`src/rtl/dpram_arbiter_pkg.sv`:
```
// Shared types and constants for the dpram data-port arbiter.
package dpram_arbiter_pkg;

  typedef enum logic {
    ST_ARB    = 1'b0,
    ST_RMW_WR = 1'b1
  } state_t;

  localparam logic [3:0] BE_FULL = 4'b1111;
  localparam logic [3:0] BE_NONE = 4'b0000;

  localparam logic REQ_CORE = 1'b0;
  localparam logic REQ_EXT  = 1'b1;

endpackage

```
`src/rtl/dpram_arbiter_rr_arb2.sv`:
```
// Two-way round-robin arbiter: combinational grant, last winner held in rr_last.
module rr_arb2
  import dpram_arbiter_pkg::*;
(
  input  logic       clk,
  input  logic       rst,
  input  logic [1:0] req,
  input  logic       advance,
  output logic [1:0] gnt
);

  logic rr_last;

  always_comb begin
    gnt = 2'b00;
    case (req)
      2'b01:   gnt = 2'b01;
      2'b10:   gnt = 2'b10;
      // On contention the requester that did not win last time goes first.
      2'b11:   gnt = (rr_last == REQ_EXT) ? 2'b01 : 2'b10;
      default: gnt = 2'b00;
    endcase
  end

  always_ff @(posedge clk) begin
    if (rst) begin
      rr_last <= REQ_EXT;
    end else if (advance && (gnt != 2'b00)) begin
      rr_last <= gnt[1];
    end
  end

endmodule

```
`src/rtl/dpram_arbiter.sv`:
```
// Arbitrates core and DMA/debug requesters onto the single dpram data port;
// reads and full writes issue in one cycle, sub-word writes run as read-modify-write.
module dpram_arbiter
  import dpram_arbiter_pkg::*;
#(
  parameter int ADDR_WIDTH = 32,
  parameter int DATA_WIDTH = 32,
  localparam int BE_W = DATA_WIDTH / 8
) (
  input  logic                  clk_i,
  input  logic                  rst_i,
  input  logic                  m0_req_i,
  input  logic                  m0_we_i,
  input  logic [ADDR_WIDTH-1:0] m0_addr_i,
  input  logic [DATA_WIDTH-1:0] m0_wdata_i,
  input  logic [BE_W-1:0]       m0_be_i,
  output logic                  m0_gnt_o,
  output logic                  m0_rvalid_o,
  output logic [DATA_WIDTH-1:0] m0_rdata_o,
  input  logic                  m1_req_i,
  input  logic                  m1_we_i,
  input  logic [ADDR_WIDTH-1:0] m1_addr_i,
  input  logic [DATA_WIDTH-1:0] m1_wdata_i,
  input  logic [BE_W-1:0]       m1_be_i,
  output logic                  m1_gnt_o,
  output logic                  m1_rvalid_o,
  output logic [DATA_WIDTH-1:0] m1_rdata_o,
  output logic                  ram_ce_o,
  output logic                  ram_we_o,
  output logic [ADDR_WIDTH-1:0] ram_addr_o,
  output logic [DATA_WIDTH-1:0] ram_wdata_o,
  input  logic [DATA_WIDTH-1:0] ram_rdata_i
);

  localparam logic [ADDR_WIDTH-1:0] WORD_MASK = {{(ADDR_WIDTH-2){1'b1}}, 2'b00};

  state_t                state;
  logic [ADDR_WIDTH-1:0] lat_addr;
  logic [DATA_WIDTH-1:0] lat_wdata;
  logic [BE_W-1:0]       lat_be;
  logic [1:0]            rd_pend;

  logic                  in_arb;
  logic [1:0]            req;
  logic [1:0]            gnt;
  logic                  granted;
  logic                  w_we;
  logic [ADDR_WIDTH-1:0] w_addr;
  logic [DATA_WIDTH-1:0] w_wdata;
  logic [BE_W-1:0]       w_be;
  logic                  is_rd;
  logic                  is_full;
  logic                  is_part;
  logic [ADDR_WIDTH-1:0] acc_addr;

  // No new grants while the write phase of a merge owns the port.
  assign in_arb  = (state == ST_ARB) && !rst_i;
  assign req     = {m1_req_i, m0_req_i} & {2{in_arb}};
  assign granted = |gnt;

  rr_arb2 u_arb (
    .clk     (clk_i),
    .rst     (rst_i),
    .req     (req),
    .advance (granted),
    .gnt     (gnt)
  );

  assign w_we    = gnt[1] ? m1_we_i    : m0_we_i;
  assign w_addr  = gnt[1] ? m1_addr_i  : m0_addr_i;
  assign w_wdata = gnt[1] ? m1_wdata_i : m0_wdata_i;
  assign w_be    = gnt[1] ? m1_be_i    : m0_be_i;

  assign is_rd   = granted && !w_we;
  assign is_full = granted && w_we && (w_be == BE_FULL);
  assign is_part = granted && w_we && (w_be != BE_FULL) && (w_be != BE_NONE);

  always_comb begin
    ram_ce_o    = 1'b0;
    ram_we_o    = 1'b0;
    acc_addr    = '0;
    ram_wdata_o = '0;
    if ((state == ST_RMW_WR) && !rst_i) begin
      ram_ce_o = 1'b1;
      ram_we_o = 1'b1;
      acc_addr = lat_addr;
      for (int i = 0; i < BE_W; i++) begin
        ram_wdata_o[8*i +: 8] = lat_be[i] ? lat_wdata[8*i +: 8] : ram_rdata_i[8*i +: 8];
      end
    end else if (is_rd || is_part) begin
      ram_ce_o = 1'b1;
      acc_addr = w_addr;
    end else if (is_full) begin
      ram_ce_o    = 1'b1;
      ram_we_o    = 1'b1;
      acc_addr    = w_addr;
      ram_wdata_o = w_wdata;
    end
  end

  assign ram_addr_o = acc_addr & WORD_MASK;

  always_ff @(posedge clk_i) begin
    if (rst_i) begin
      state     <= ST_ARB;
      rd_pend   <= 2'b00;
      lat_addr  <= '0;
      lat_wdata <= '0;
      lat_be    <= '0;
    end else begin
      rd_pend <= is_rd ? gnt : 2'b00;
      case (state)
        ST_ARB: begin
          if (is_part) begin
            state     <= ST_RMW_WR;
            lat_addr  <= w_addr;
            lat_wdata <= w_wdata;
            lat_be    <= w_be;
          end
        end
        ST_RMW_WR: state <= ST_ARB;
        default:   state <= ST_ARB;
      endcase
    end
  end

  assign m0_gnt_o    = gnt[0];
  assign m1_gnt_o    = gnt[1];
  assign m0_rvalid_o = rd_pend[0] && !rst_i;
  assign m1_rvalid_o = rd_pend[1] && !rst_i;
  assign m0_rdata_o  = m0_rvalid_o ? ram_rdata_i : '0;
  assign m1_rdata_o  = m1_rvalid_o ? ram_rdata_i : '0;

endmodule

```
`config.mk`:
```
export PLATFORM = sky130hd
export DESIGN_NAME = dpram_arbiter
export DESIGN_NICKNAME = d
export VERILOG_FILES = /design/src/rtl/dpram_arbiter_pkg.sv /design/src/rtl/dpram_arbiter_rr_arb2.sv /design/src/rtl/dpram_arbiter.sv
export SDC_FILE = /design/constraint.sdc
export NUM_CORES = 1
export LEC_CHECK = 0
export ABC_CLOCK_PERIOD_IN_PS = 3000
export CORE_ASPECT_RATIO = 1.4
export CORE_MARGIN = 8
export CORE_UTILIZATION = 39
export CTS_CLUSTER_SIZE = 24
export DETAILED_ROUTE_END_ITERATION = 10
export GPL_ROUTABILITY_DRIVEN = 0
export PLACE_DENSITY_LB_ADDON = 0.3
export SLEW_MARGIN = 5
export SYNTH_ARGS = -nofsm -noshare
export SYNTH_HDL_FRONTEND = slang
export SYNTH_SLANG_ARGS = --single-unit
```
`constraint.sdc`:
```
create_clock -name clk_i -period 3 [get_ports clk_i]
set_input_delay 0.6 -clock clk_i [delete_from_list [all_inputs] [get_ports clk_i]]
set_output_delay 0.6 -clock clk_i [all_outputs]
set_load 0.1 [all_outputs]
```
==> flow_summary.json, run 1 <==
{
  "final_layout_size_suffix_gt1_frac": 0.4625,
  "start_util": 0.3949,
  "io_pins": 308,
  "layout_min_cycle_time_ns": 3.016,
  "cts_made_buffers": 9,
  "core_um2": 13260,
  "synth_enable_flop_cells": 0,
  "final_nets": 1116,
  "timing.fmax_ghz": 0.3315,
  "maxCapViolCount": 0,
  "grt_pass1_vias": 7720,
  "post-route-worst-setup-slack_ns": -0.01644,
  "cts-root-buf": "clkbuf_16",
  "wl_per_cell_um": 27.38,
  "avgSynthCellArea_um2": 9.205,
  "cts_tree": "yes",
  "worst_pin_slew_ns": 0.6986,
  "synth_cell_type_count": 39,
  "mostFrequentLayoutCell": "clkdlybuf4s50_1",
  "drt.antenna.violating_nets": 0,
  "seq_area_frac_synth": 0.2676,
  "skew_ns": 0.006972,
  "drt-initial-drc-count": 405,
  "slew_violations": 0,
  "grt_pass1_wl_um": 46790,
  "violations": "negative setup slack",
  "wirelength_um": 30970,
  "r2r-start": "state$_SDFF_PP0_",
  "synth_warnings": 0,
  "worstPathMaxFanout": 6,
  "finalSetupViolCount": 1,
  "nFillCells": 489,
  "layout_common_cells": "156 x clkdlybuf4s50_1, 141 x buf_12, 112 x buf_4, 95 x mux2i_1, 68 x dfxtp_1",
  "hp-class": "flop to flop",
  "arrival_ns": 2.42,
  "startpoint_type": "flop",
  "grt-ovfl-total": 0,
  "drt_first_pass_iters": 4,
  "cts.clk_slew.worst_paths_ns": 0.06,
  "holdCritStartpoint": "lat_addr[2]$_SDFFE_PP0P_",
  "status": "finished, violations left",
  "post-route-drc-count": 0,
  "async_reset_ff_frac": 0,
  "die_y_um": 153.1,
  "tns_ns": -0.01644,
  "multi_input_area_um2": 4576,
  "hpwl_um": 20600,
  "setup.worst_path.class": "flop to output port",
  "seq_area_um2": 1406,
  "grt_usage": 0.3451,
  "grt_max_degree": 69,
  "rsz0062_at_grt": "true",
  "via_per_inst": 6.113,
  "synthFlopType": "dfxtp_1",
  "die_w_um": 113.9,
  "cp-end-kind": "output port",
  "dpl_worst_slack_ns": -0.4128,
  "htreeDepth": 3,
  "timing.hold.ws_ns": 0.5008,
  "pwr_density_cell_nw_per_um2": 341.6,
  "period_share": 1.005,
  "finalHoldViolCount": 0,
  "leakage_nw": 5.024,
  "startpoint": "state$_SDFF_PP0_",
  "clock-sinks": 70,
  "clk_path_buf_depth": 2,
  "ys_seq_elements": 70,
  "required_ns": 2.40,
  "synth_area_um2": 5238,
  "syn_inst": 569,
  "fp.dieArea_um2": 17450,
  "clk_latency_ns": 0.34,
  "num_rows": 50,
  "syn_to_final_growth_pct": 132.1,
  "num_vias": 6914,
  "slew_headroom": 0.5343,
  "grt_antenna_before_repair": 2,
  "irDropWorstVdd_uv": 307.2,
  "io_buffers": 301
}
## final timing paths
path / end / slack (ns) / cells past startpoint
max: ram_addr_o[12] / -0.02 / 7
max reg2reg: lat_addr[23]$_SDFFE_PP0P_ / 0.68 / 9
min reg2reg: lat_addr[2]$_SDFFE_PP0P_ / 0.50 / 2
min: lat_addr[2]$_SDFFE_PP0P_ / 0.50 / 2
## logic make-up after synthesis
kind of cell,share of synthesized area
other,0.0007160
buffers and inverters,0.07119
flip-flops,0.2676
multiplexers,0.1892
AO/OA/AOI/OAI,0.3366
AND/OR/NAND/NOR,0.1347
## through the flow
step / cell area, um2 / total power, mW / utilization / std cells
global route: 12160 / 4.249 / 0.9165 / 1131
CTS: 12120 / 4.098 / 0.9141 / 1129
finish: 12160 / 4.153 / 0.9165 / 1131
floorplan: 6301 / 2.129 / - / 570
global placement: 11470 / 2.864 / 0.8646 / 1098
detailed placement: 11470 / 2.926 / 0.8646 / 1098
## registers in the layout, indices dropped and copies added (netlist names)
name,cells
rd_pend,2
lat_be,4
u_arb.rr_last,1
lat_addr,30
lat_wdata,32
state,1
## worst max-delay path: stages, from the launching register on
cell and delay [ns]:
dfxtp_4 0.37, or2_4 0.29, o2111ai_4 0.20, o211ai_1 0.25
buf_4 0.24, buf_12 0.15, a221oi_4 0.34, buf_12 0.22
## cell type report
class / count / share of cell area
Antenna cell: 2 / 0.0004117
Clock buffer: 11 / 0.02079
Clock inverter: 5 / 0.004735
Inverter: 9 / 0.002985
Multi-Input combinational cell: 420 / 0.3764
Sequential cell: 70 / 0.1157
Tap cell: 182 / 0.01873
Timing Repair Buffer: 432 / 0.4602
## cell usage after synthesis (2+ instances only)
library cell / n / area share
mux2i_1: 99 / 0.19
dfxtp_1: 70 / 0.27
and2_1: 66 / 0.079
a21oi_1: 62 / 0.059
a221oi_2: 57 / 0.16
clkbuf_1: 42 / 0.030
nor2_1: 33 / 0.024
o22ai_1: 32 / 0.038
a221oi_1: 30 / 0.050
buf_2: 14 / 0.013
buf_1: 7 / 0.0050
inv_1: 7 / 0.0050
nand2b_1: 7 / 0.0084
buf_6: 6 / 0.013
nand2_1: 4 / 0.0029
o221a_2: 4 / 0.0086
nand4_1: 3 / 0.0036
and3_1: 2 / 0.0024
buf_4: 2 / 0.0029
nor2b_1: 2 / 0.0024
nor4_1: 2 / 0.0024
## layer usage
metal | up-vias | part of all wire | track usage
li1 | 2966 | - | -
met1 | 3366 | 0.32 | 0.3300
met2 | 447 | 0.54 | 0.6399
met3 | 135 | 0.072 | 0.08281
met4 | 0 | 0.059 | 0.2177
met5 | - | 0 | 0
## power breakdown
part           switching (mW)  leakage, nW  internal [mW]  total [mW]
registers              0.0558        0.572          0.992        1.05
clock network           0.441        0.144          0.688        1.13
logic                    1.11         4.31          0.864        1.98
total                    1.61         5.02           2.54        4.15
## timing repair
item	4_1_cts	5_1_grt
hold buffers	0	0
gates cloned	7	1
buffers inserted	8	3
pin swaps	18	19
endpoints found under the setup margin	64	63
resized for setup	48	24
Note: power is estimated with default switching activity, not from simulation.
==> inputs of run 2 (changes only) <==
HOLD_SLACK_MARGIN = 0.05   (was not set)
SETUP_SLACK_MARGIN = 0.15   (was not set)
==> run 2 against run 1 <==
Net effect: the run still ends with negative setup slack left; combinational power grew 8%; clock skew grew 0.0016 ns; first-iteration DRC count grew 83%; via count grew 15%; worst hold slack gained 0.030 ns; non-clock buffer count grew 29; critical path type unchanged; largest cell class unchanged; largest power group unchanged.
==> flow_summary.json, run 2 (synthesis gave the netlist of run 1 again) <==
{
  "drt-initial-drc-count": 740,
  "dpl_worst_slack_ns": -0.4714,
  "final_layout_size_suffix_gt1_frac": 0.5031,
  "syn_to_final_growth_pct": 138.9,
  "clock-sinks": 70,
  "timing.hold.ws_ns": 0.5308,
  "wirelength_um": 40510,
  "io_buffers": 301,
  "setup.worst_path.class": "flop to output port",
  "timing.rr.end": "lat_wdata[10]$_SDFFE_PP0P_",
  "post-route-worst-setup-slack_ns": -0.1849,
  "drt_first_pass_iters": 7,
  "fp.dieArea_um2": 17450,
  "stdcell_area_um2": 12510,
  "slew_headroom": 0.4517,
  "leakage_nw": 5.218,
  "die_w_um": 113.9,
  "holdCritStartpoint": "lat_addr[31]$_SDFFE_PP0P_",
  "total_power_mw": 4.351,
  "via_per_inst": 6.854,
  "mostFrequentLayoutCell": "clkdlybuf4s50_1",
  "instances_no_fill": 1162,
  "grt-ovfl-total": 0,
  "violations": "negative setup slack",
  "worst_pin_slew_ns": 0.7995,
  "grt_usage": 0.3922,
  "critPathSlowestCell": "dfxtp_4",
  "worstPathMaxFanout": 12,
  "crit_path_frequent_cell": "buf_4",
  "top_regs": "lat_wdata x32, lat_addr x30, lat_be x4",
  "grt_pass1_vias": 8204,
  "slew_violations": 0,
  "hpwl_um": 22010,
  "cpPeakStageDelay_ns": 0.36,
  "largest_register": "lat_wdata",
  "io_pins": 308,
  "irDropWorstVdd_uv": 306.5,
  "cts-hold-fix-buffers": 0,
  "cp_top_family": "buffers and inverters",
  "clk_path_buf_depth": 2,
  "required_ns": 2.40,
  "critPathBufInv": 5,
  "cp-end-kind": "output port",
  "maxCapViolCount": 0,
  "cp.depth": 9,
  "cts-root-buf": "clkbuf_16",
  "skew_ns": 0.008583,
  "hp-class": "flop to flop",
  "finish.utilization": 0.9435,
  "period_share": 1.062,
  "die_y_um": 153.1,
  "layout_common_cells": "156 x clkdlybuf4s50_1, 147 x buf_12, 126 x buf_4, 93 x mux2i_1, 68 x dfxtp_1",
  "cts_tree": "yes",
  "cts.clk_slew.worst_paths_ns": 0.07,
  "arrival_ns": 2.58,
  "tns_ns": -4.499,
  "wl_per_cell_um": 34.86,
  "largest_reg_flops": 32,
  "htreeDepth": 3,
  "layout_min_cycle_time_ns": 3.185,
  "cts_made_buffers": 9,
  "r2r_cells": 10,
  "grt_pass1_wl_um": 52320,
  "clk_latency_ns": 0.36,
  "r2r-start": "u_arb.rr_last$_SDFFE_PP1P_",
  "startpoint_type": "flop",
  "core_um2": 13260,
  "final_nets": 1145,
  "finalSetupViolCount": 58,
  "grt_antenna_before_repair": 3,
  "status": "finished, violations left",
  "pwr_density_cell_nw_per_um2": 347.7,
  "start_util": 0.3949,
  "num_vias": 7964,
  "min_to": "lat_addr[31]$_SDFFE_PP0P_",
  "num_rows": 50,
  "grt_max_degree": 61,
  "drt.antenna.violating_nets": 0,
  "post-route-drc-count": 0,
  "path_cells": "nor2_2, buf_4, nand2_2, inv_4, bufbuf_16, mux2i_1, buf_4, o22ai_4, buf_12",
  "placed_cell_area_um2": 11700,
  "finalHoldViolCount": 0,
  "reg2reg_slack_ns": 0.54,
  "rsz0062_at_grt": "true",
  "placed_cells": 1117,
  "hold_depth": 2,
  "nFillCells": 357,
  "timing.fmax_ghz": 0.3140
}
==> run 2: repair_timing <==
item	4_1_cts	5_1_grt
cloned	7	0
endpoints found under the setup margin	71	69
pin swaps	48	10
gates resized for setup	85	9
setup buffers	14	4
==> run 2: area by class of cell <==
type / instances / area (um2) / area share
Multi-Input combinational cell: 420 / 4599 / 0.3676
Antenna cell: 4 / 10.01 / 0.0007999
Clock buffer: 9 / 225.2 / 0.01800
Timing Repair Buffer: 461 / 5923 / 0.4734
Clock inverter: 7 / 80.08 / 0.006399
Sequential cell: 70 / 1409 / 0.1126
Tap cell: 182 / 227.7 / 0.01820
Inverter: 9 / 38.79 / 0.003100
==> run 2: tightest hold or removal path: stages, from the launching register on <==
cell	delay, ns
dfxtp_1	0.33
nand2b_1	0.07
mux2i_1	0.08
==> run 2: metal layers <==
metal | global-route usage | up-vias | part of all wire
li1 | - | 3008 | -
met4 | 0.3081 | 2 | 0.11
met1 | 0.3710 | 3782 | 0.30
met3 | 0.1029 | 343 | 0.11
met5 | 0 | - | 0.00030
met2 | 0.6990 | 829 | 0.48
==> run 2: report_power, final <==
group | internal (mW) | leakage, nW | total, mW | switching (mW)
sequential | 0.991 | 0.573 | 1.06 | 0.0659
clock | 0.655 | 0.143 | 1.16 | 0.510
combinational | 0.910 | 4.50 | 2.13 | 1.22
==> run 2: how the worst max path moves through the flow <==
| stage | start | to | slack (ns) |
|---|---|---|---|
| detailed placement | m1_req_i | ram_wdata_o[22] | -0.47 |
| global placement | m1_req_i | ram_wdata_o[22] | -0.30 |
| finish | state$_SDFF_PP0_ | ram_wdata_o[26] | -0.18 |
| floorplan | rst_i | ram_addr_o[10] | -0.36 |
| CTS | state$_SDFF_PP0_ | ram_addr_o[2] | 0.001 |
| global route | m1_be_i[0] | ram_ce_o | -0.33 |
